File: src/rtl/mux_select_scanner_if.sv
// Signal bundle between board control, the bit scanner and the 7-to-1 mux.
// master is the board/mux side; slave is the scanner.
interface mux_select_scanner_if;
  logic       start;
  logic       mux_bit;
  logic [2:0] mux_sel;
  logic       busy;
  logic       done;
  logic       bit_valid;
  logic       serial_out;
  logic [6:0] word_out;

  modport master (
    output start, mux_bit,
    input  mux_sel, busy, done, bit_valid, serial_out, word_out
  );

  modport slave (
    input  start, mux_bit,
    output mux_sel, busy, done, bit_valid, serial_out, word_out
  );
endinterface

File: src/rtl/mux_select_scanner.sv
// Steps a 7-to-1 mux select through 0..NUM_BITS-1, dwelling TICK_CYCLES clocks
// per position, and assembles the sampled mux output into a parallel word.
module mux_select_scanner #(
  parameter int NUM_BITS    = 7,
  parameter int TICK_CYCLES = 4,
  parameter int CNT_W       = 26
) (
  input  logic                 clock,
  input  logic                 reset,
  mux_select_scanner_if.slave  bus
);

  localparam int               WORD_W   = 7;
  localparam logic [CNT_W-1:0] LAST_CNT = CNT_W'(TICK_CYCLES - 1);
  localparam logic [2:0]       LAST_SEL = 3'(NUM_BITS - 1);

  typedef enum logic [1:0] {
    IDLE = 2'd0,
    SCAN = 2'd1,
    DONE = 2'd2
  } state_t;

  state_t              state_reg;
  logic [CNT_W-1:0]    cnt_reg;
  logic [2:0]          sel_reg;
  logic [WORD_W-1:0]   capture_reg;
  logic [WORD_W-1:0]   capture_next;
  logic [WORD_W-1:0]   word_reg;
  logic                busy_reg;
  logic                done_reg;
  logic                valid_reg;
  logic                serial_reg;
  logic                sample_hit;
  logic                last_pos;

  assign sample_hit = (cnt_reg == LAST_CNT);
  assign last_pos   = (sel_reg == LAST_SEL);

  // Capture image with the current position already overwritten, so the final
  // sample lands in word_out on the same edge it is taken. Unscanned bits stay 0.
  generate
    for (genvar gi = 0; gi < WORD_W; gi++) begin : g_cap
      if (gi < NUM_BITS) begin : g_live
        assign capture_next[gi] = (sel_reg == 3'(gi)) ? bus.mux_bit : capture_reg[gi];
      end else begin : g_dead
        assign capture_next[gi] = 1'b0;
      end
    end
  endgenerate

  always_ff @(posedge clock) begin
    if (reset) begin
      state_reg   <= IDLE;
      cnt_reg     <= '0;
      sel_reg     <= '0;
      capture_reg <= '0;
      word_reg    <= '0;
      busy_reg    <= 1'b0;
      done_reg    <= 1'b0;
      valid_reg   <= 1'b0;
      serial_reg  <= 1'b0;
    end else begin
      valid_reg <= 1'b0;
      done_reg  <= 1'b0;
      case (state_reg)
        IDLE: begin
          sel_reg <= '0;
          cnt_reg <= '0;
          if (bus.start) begin
            state_reg   <= SCAN;
            busy_reg    <= 1'b1;
            capture_reg <= '0;
          end
        end
        SCAN: begin
          if (sample_hit) begin
            cnt_reg     <= '0;
            capture_reg <= capture_next;
            serial_reg  <= bus.mux_bit;
            valid_reg   <= 1'b1;
            if (last_pos) begin
              word_reg  <= capture_next;
              sel_reg   <= '0;
              state_reg <= DONE;
              busy_reg  <= 1'b0;
              done_reg  <= 1'b1;
            end else begin
              sel_reg <= sel_reg + 3'd1;
            end
          end else begin
            cnt_reg <= cnt_reg + 1'b1;
          end
        end
        DONE: begin
          // start is deliberately ignored here; it is only honoured from IDLE
          state_reg <= IDLE;
        end
        default: begin
          state_reg <= IDLE;
          busy_reg  <= 1'b0;
        end
      endcase
    end
  end

  assign bus.mux_sel    = sel_reg;
  assign bus.busy       = busy_reg;
  assign bus.done       = done_reg;
  assign bus.bit_valid  = valid_reg;
  assign bus.serial_out = serial_reg;
  assign bus.word_out   = word_reg;

endmodule

File: src/flat_wrapper.sv
// flat-port wrapper written by rule: the top's interface ports become plain ports
module mux_select_scanner_flat 
#(
  parameter int NUM_BITS    = 7,
  parameter int TICK_CYCLES = 4,
  parameter int CNT_W       = 26
)
  (clock, reset, bus_start, bus_mux_bit, bus_mux_sel, bus_busy, bus_done, bus_bit_valid, bus_serial_out, bus_word_out);
  mux_select_scanner_if bus_i ();
  input  logic clock;
  input  logic reset;
  input wire logic [$bits(bus_i.start)-1:0] bus_start;
  input wire logic [$bits(bus_i.mux_bit)-1:0] bus_mux_bit;
  output wire logic [$bits(bus_i.mux_sel)-1:0] bus_mux_sel;
  output wire logic [$bits(bus_i.busy)-1:0] bus_busy;
  output wire logic [$bits(bus_i.done)-1:0] bus_done;
  output wire logic [$bits(bus_i.bit_valid)-1:0] bus_bit_valid;
  output wire logic [$bits(bus_i.serial_out)-1:0] bus_serial_out;
  output wire logic [$bits(bus_i.word_out)-1:0] bus_word_out;
  assign bus_i.start = bus_start;
  assign bus_i.mux_bit = bus_mux_bit;
  assign bus_mux_sel = bus_i.mux_sel;
  assign bus_busy = bus_i.busy;
  assign bus_done = bus_i.done;
  assign bus_bit_valid = bus_i.bit_valid;
  assign bus_serial_out = bus_i.serial_out;
  assign bus_word_out = bus_i.word_out;
  mux_select_scanner #(.NUM_BITS(NUM_BITS), .TICK_CYCLES(TICK_CYCLES), .CNT_W(CNT_W)) u_core (.clock(clock), .reset(reset), .bus(bus_i));
endmodule
File: config.mk
export PLATFORM = sky130hd
export DESIGN_NAME = mux_select_scanner_flat
export DESIGN_NICKNAME = d
export VERILOG_FILES = /design/src/rtl/mux_select_scanner_if.sv /design/src/rtl/mux_select_scanner.sv /design/src/flat_wrapper.sv
export SDC_FILE = /design/constraint.sdc
export NUM_CORES = 1
export LEC_CHECK = 0
export ABC_AREA = 1
export CAP_MARGIN = 20
export CELL_PAD_IN_SITES_DETAIL_PLACEMENT = 1
export CELL_PAD_IN_SITES_GLOBAL_PLACEMENT = 1
export CORE_MARGIN = 2
export CORE_UTILIZATION = 45
export DETAILED_ROUTE_END_ITERATION = 10
export DONT_BUFFER_PORTS = 1
export GPL_TIMING_DRIVEN = 0
export PLACE_DENSITY = 0.9
export SLEW_MARGIN = 20
export SYNTH_ARGS = -nofsm -noshare
export SYNTH_HDL_FRONTEND = slang
export SYNTH_SLANG_ARGS = --single-unit
File: constraint.sdc
create_clock -name clock -period 2 [get_ports clock]
set_clock_uncertainty 0.2 [all_clocks]
set_input_delay 0.6 -clock clock [delete_from_list [all_inputs] [get_ports clock]]
set_output_delay 0.6 -clock clock [all_outputs]
set_load 0.01 [all_outputs]
==> reports/metrics.cfg <==
[cts]
clk_pin_slew_worst_paths_ns = 0.10
numCtsBuffers = 5
cts_hold_repair.buffers = 0
cts_tree = built
cts_sinks = 48
clock_latency_ns = 0.31
cts_buffer_depth = 2
cts-root-buf = clkbuf_8
htreeDepth = 2

[final_layout]
nNetsFinal = 434
largest_reg_flops = 26
final_area_um2 = 2960
area_delta_synth_final_pct = 9.38
diodes = 0
drive_gt1_frac = 0.145

[sta]
maxSlewViolCount = 0
finalSetupViolCount = 0
finalCritPeriodShare = 0.941
fin_crit_ns = 1.88
max-slew-margin-rel = 0.630
worst_pin_slew_ns = 0.555
max_freq_mhz = 532
hold_viol = 0
fin_setup_tns_ns = 0
worst_slack_ns = 0.119

[yosys]
synth_cells = 420
synth-compound-area-share = 0.106
synthAdderAreaFrac = 0.00924
syn-num-nets = 426
seq_area_frac_synth = 0.355
synth_top_family_by_area = simple AND/OR/NAND/NOR gates
synth_seq_cells = 48
ys_types = 32
synth_mux_area_frac = 0
yosys.area_share.simple = 0.417
synth.cell_area_um2 = 2710
synth_xor_area_frac = 0.0226
synth.avg_cell_area_um2 = 6.45
yosys_warnings = 0

[global_route]
top_usage_layer = met2
grt_pass1_wl_mm = 13.6
grt_pass1_vias = 2880
grtUsageMet2 = 0.449
grt_use_met1 = 0.337
track_usage = 0.267
use_met3 = 0.0516
grt.overflow.total = 0
grt_max_degree = 17
antenna_found_initial = 0

[pwr]
seqPwrFrac = 0.524
p_sw_frac = 0.266
combPwrFrac = 0.084
p_sw_mw = 0.506
p_int_mw = 1.40
ir_worst_vdd_v = 0.000410
leakage_nw = 1.18
clkPwrFrac = 0.393
power_density_nw_per_um2 = 642

[setup_path]
path_max_fanout = 10
crit_path_frequent_cell = nand2_1
crit_path_max_incr_delay_ns = 0.37
cp.arrival_ns = 1.89
crit_slowest_cell = dfxtp_1
r2r_setup_slack_ns = 0.12
worstSetupPathType = flop to flop
cp.required_ns = 2.01
path_cells = inv_1 > nand2_1 > nor2_1 > nand2_1 > nor2_4 > nand3_4 > nor2_4 > buf_6 > nand2_1 > nand2_1 > nor2_1
crit_path_end_kind = flop
startpoint_type = flop

[run_status]
status = finished, final reports clean

[floorplanning]
die_h_um = 81.6
die_w_um = 81.6
core_um2 = 5850
dieArea_um2 = 6650
initial_utilization = 0.463
num_io_pins = 18
num_rows = 28

[flow_run]
maxCapViolCount = 0

[min_path]
min-delay-path-class = input port to flop

[routing]
drcViolationCount = 0
ant_nets = 0
vias_per_cell = 5.52
num_vias = 2781
first_pass_iters = 4
drt-wirelength-per-cell_um = 16.3
wl_mm = 8.20
drt_iter0_drc = 162

[placement]
finalWeightedCongestion = 0.863
portBuffers = 0
dp_slack_ns = -0.00276
place_area_um2 = 2800
hpwl_mm = 5.78

critical path, delay by kind of cell (launching register included):
family,cells,cell delay [ns]
and+or+nand+nor,9,0.95
buffers and inverters,2,0.25
DFF,1,0.37
power by group through the flow:
stage / Clock [mW] / Sequential [mW] / Combinational, mW
6_report: 0.747 / 0.997 / 0.159
5_1_grt: 0.800 / 0.999 / 0.180
4_1_cts: 0.766 / 0.995 / 0.157
3_5_place_dp: 0 / 1.02 / 0.152
3_3_place_gp: 0 / 1.02 / 0.144
2_1_floorplan: 0 / 1.01 / 0.111
through the flow:
step	hold slack (ns)	power (mW)	utilization	instances
2_1_floorplan	0.259	1.12	-	420
3_3_place_gp	0.269	1.16	0.479	495
3_5_place_dp	0.281	1.17	0.479	495
4_1_cts	0.230	1.92	0.500	503
5_1_grt	0.241	1.98	0.506	504
6_report	0.244	1.90	0.506	504
cells in the final DEF, fill, tap and decap left out, types with 6 or more instances in the layout:
master	n
a21oi_1	33
nor2_1	58
nand3_1	36
o21ai_0	7
nor2_4	6
inv_1	26
clkbuf_1	6
inv_2	18
o21ai_1	14
dfxtp_1	46
nand2_1	119
nor2_2	6
worst paths after layout:
kind                                          from                endpoint  depth (start not counted)
worst max-delay path            u_core.cnt_reg[14]  u_core.bus.word_out[5]                         11
worst min-delay path                   bus_mux_bit   u_core.bus.serial_out                          2
worst max register to register  u_core.cnt_reg[14]  u_core.bus.word_out[5]                         11
worst min register to register  u_core.cnt_reg[25]      u_core.cnt_reg[25]                          2
layout make-up:
cell class                      count  area [um^2]
Tap cell                           75         93.8
Clock buffer                        5         68.8
Clock inverter                      3         46.3
Timing Repair Buffer                1         7.51
Inverter                           45          169
Sequential cell                    48          966
Buffer                             13         75.1
Multi-Input combinational cell    314         1540
Fill cell                         783         2890
cells in the mapped netlist (all sizes together):
library cell	instances	area, um^2
nand2	124	483
nor2	71	333
dfxtp	48	961
inv	44	165
nand3	40	228
a21oi	34	174
o21ai	21	105
buf	7	52.5
clkbuf	6	22.5
nor3	6	35.0
nand4	5	31.3
xor2	5	43.8
ha	2	25.0
xnor2	2	17.5
clkinv	1	3.75
nand3b	1	7.51
nor4	1	6.26
o21a	1	7.51
or2	1	6.26
repair_timing:
item | in CTS | in global routing
gates cloned | 0 | 0
pin swaps | 0 | 1
endpoints found under the setup margin | 12 | 25
buffers inserted | 0 | 1
gates resized for setup | 2 | 7
layer usage:
layer  part of all wire  routed length, um
met3              0.042                348
met4              0.023                192
met5                  0                  0
met1               0.44               3610
met2               0.49               4050
logic make-up after synthesis:
logic type	after synthesis
buf+inv	58
simple gates	249
flops	48
fa+ha+maj	2
compound gates	56
xor+xnor	7
Power figures use the tool's default switching activity.
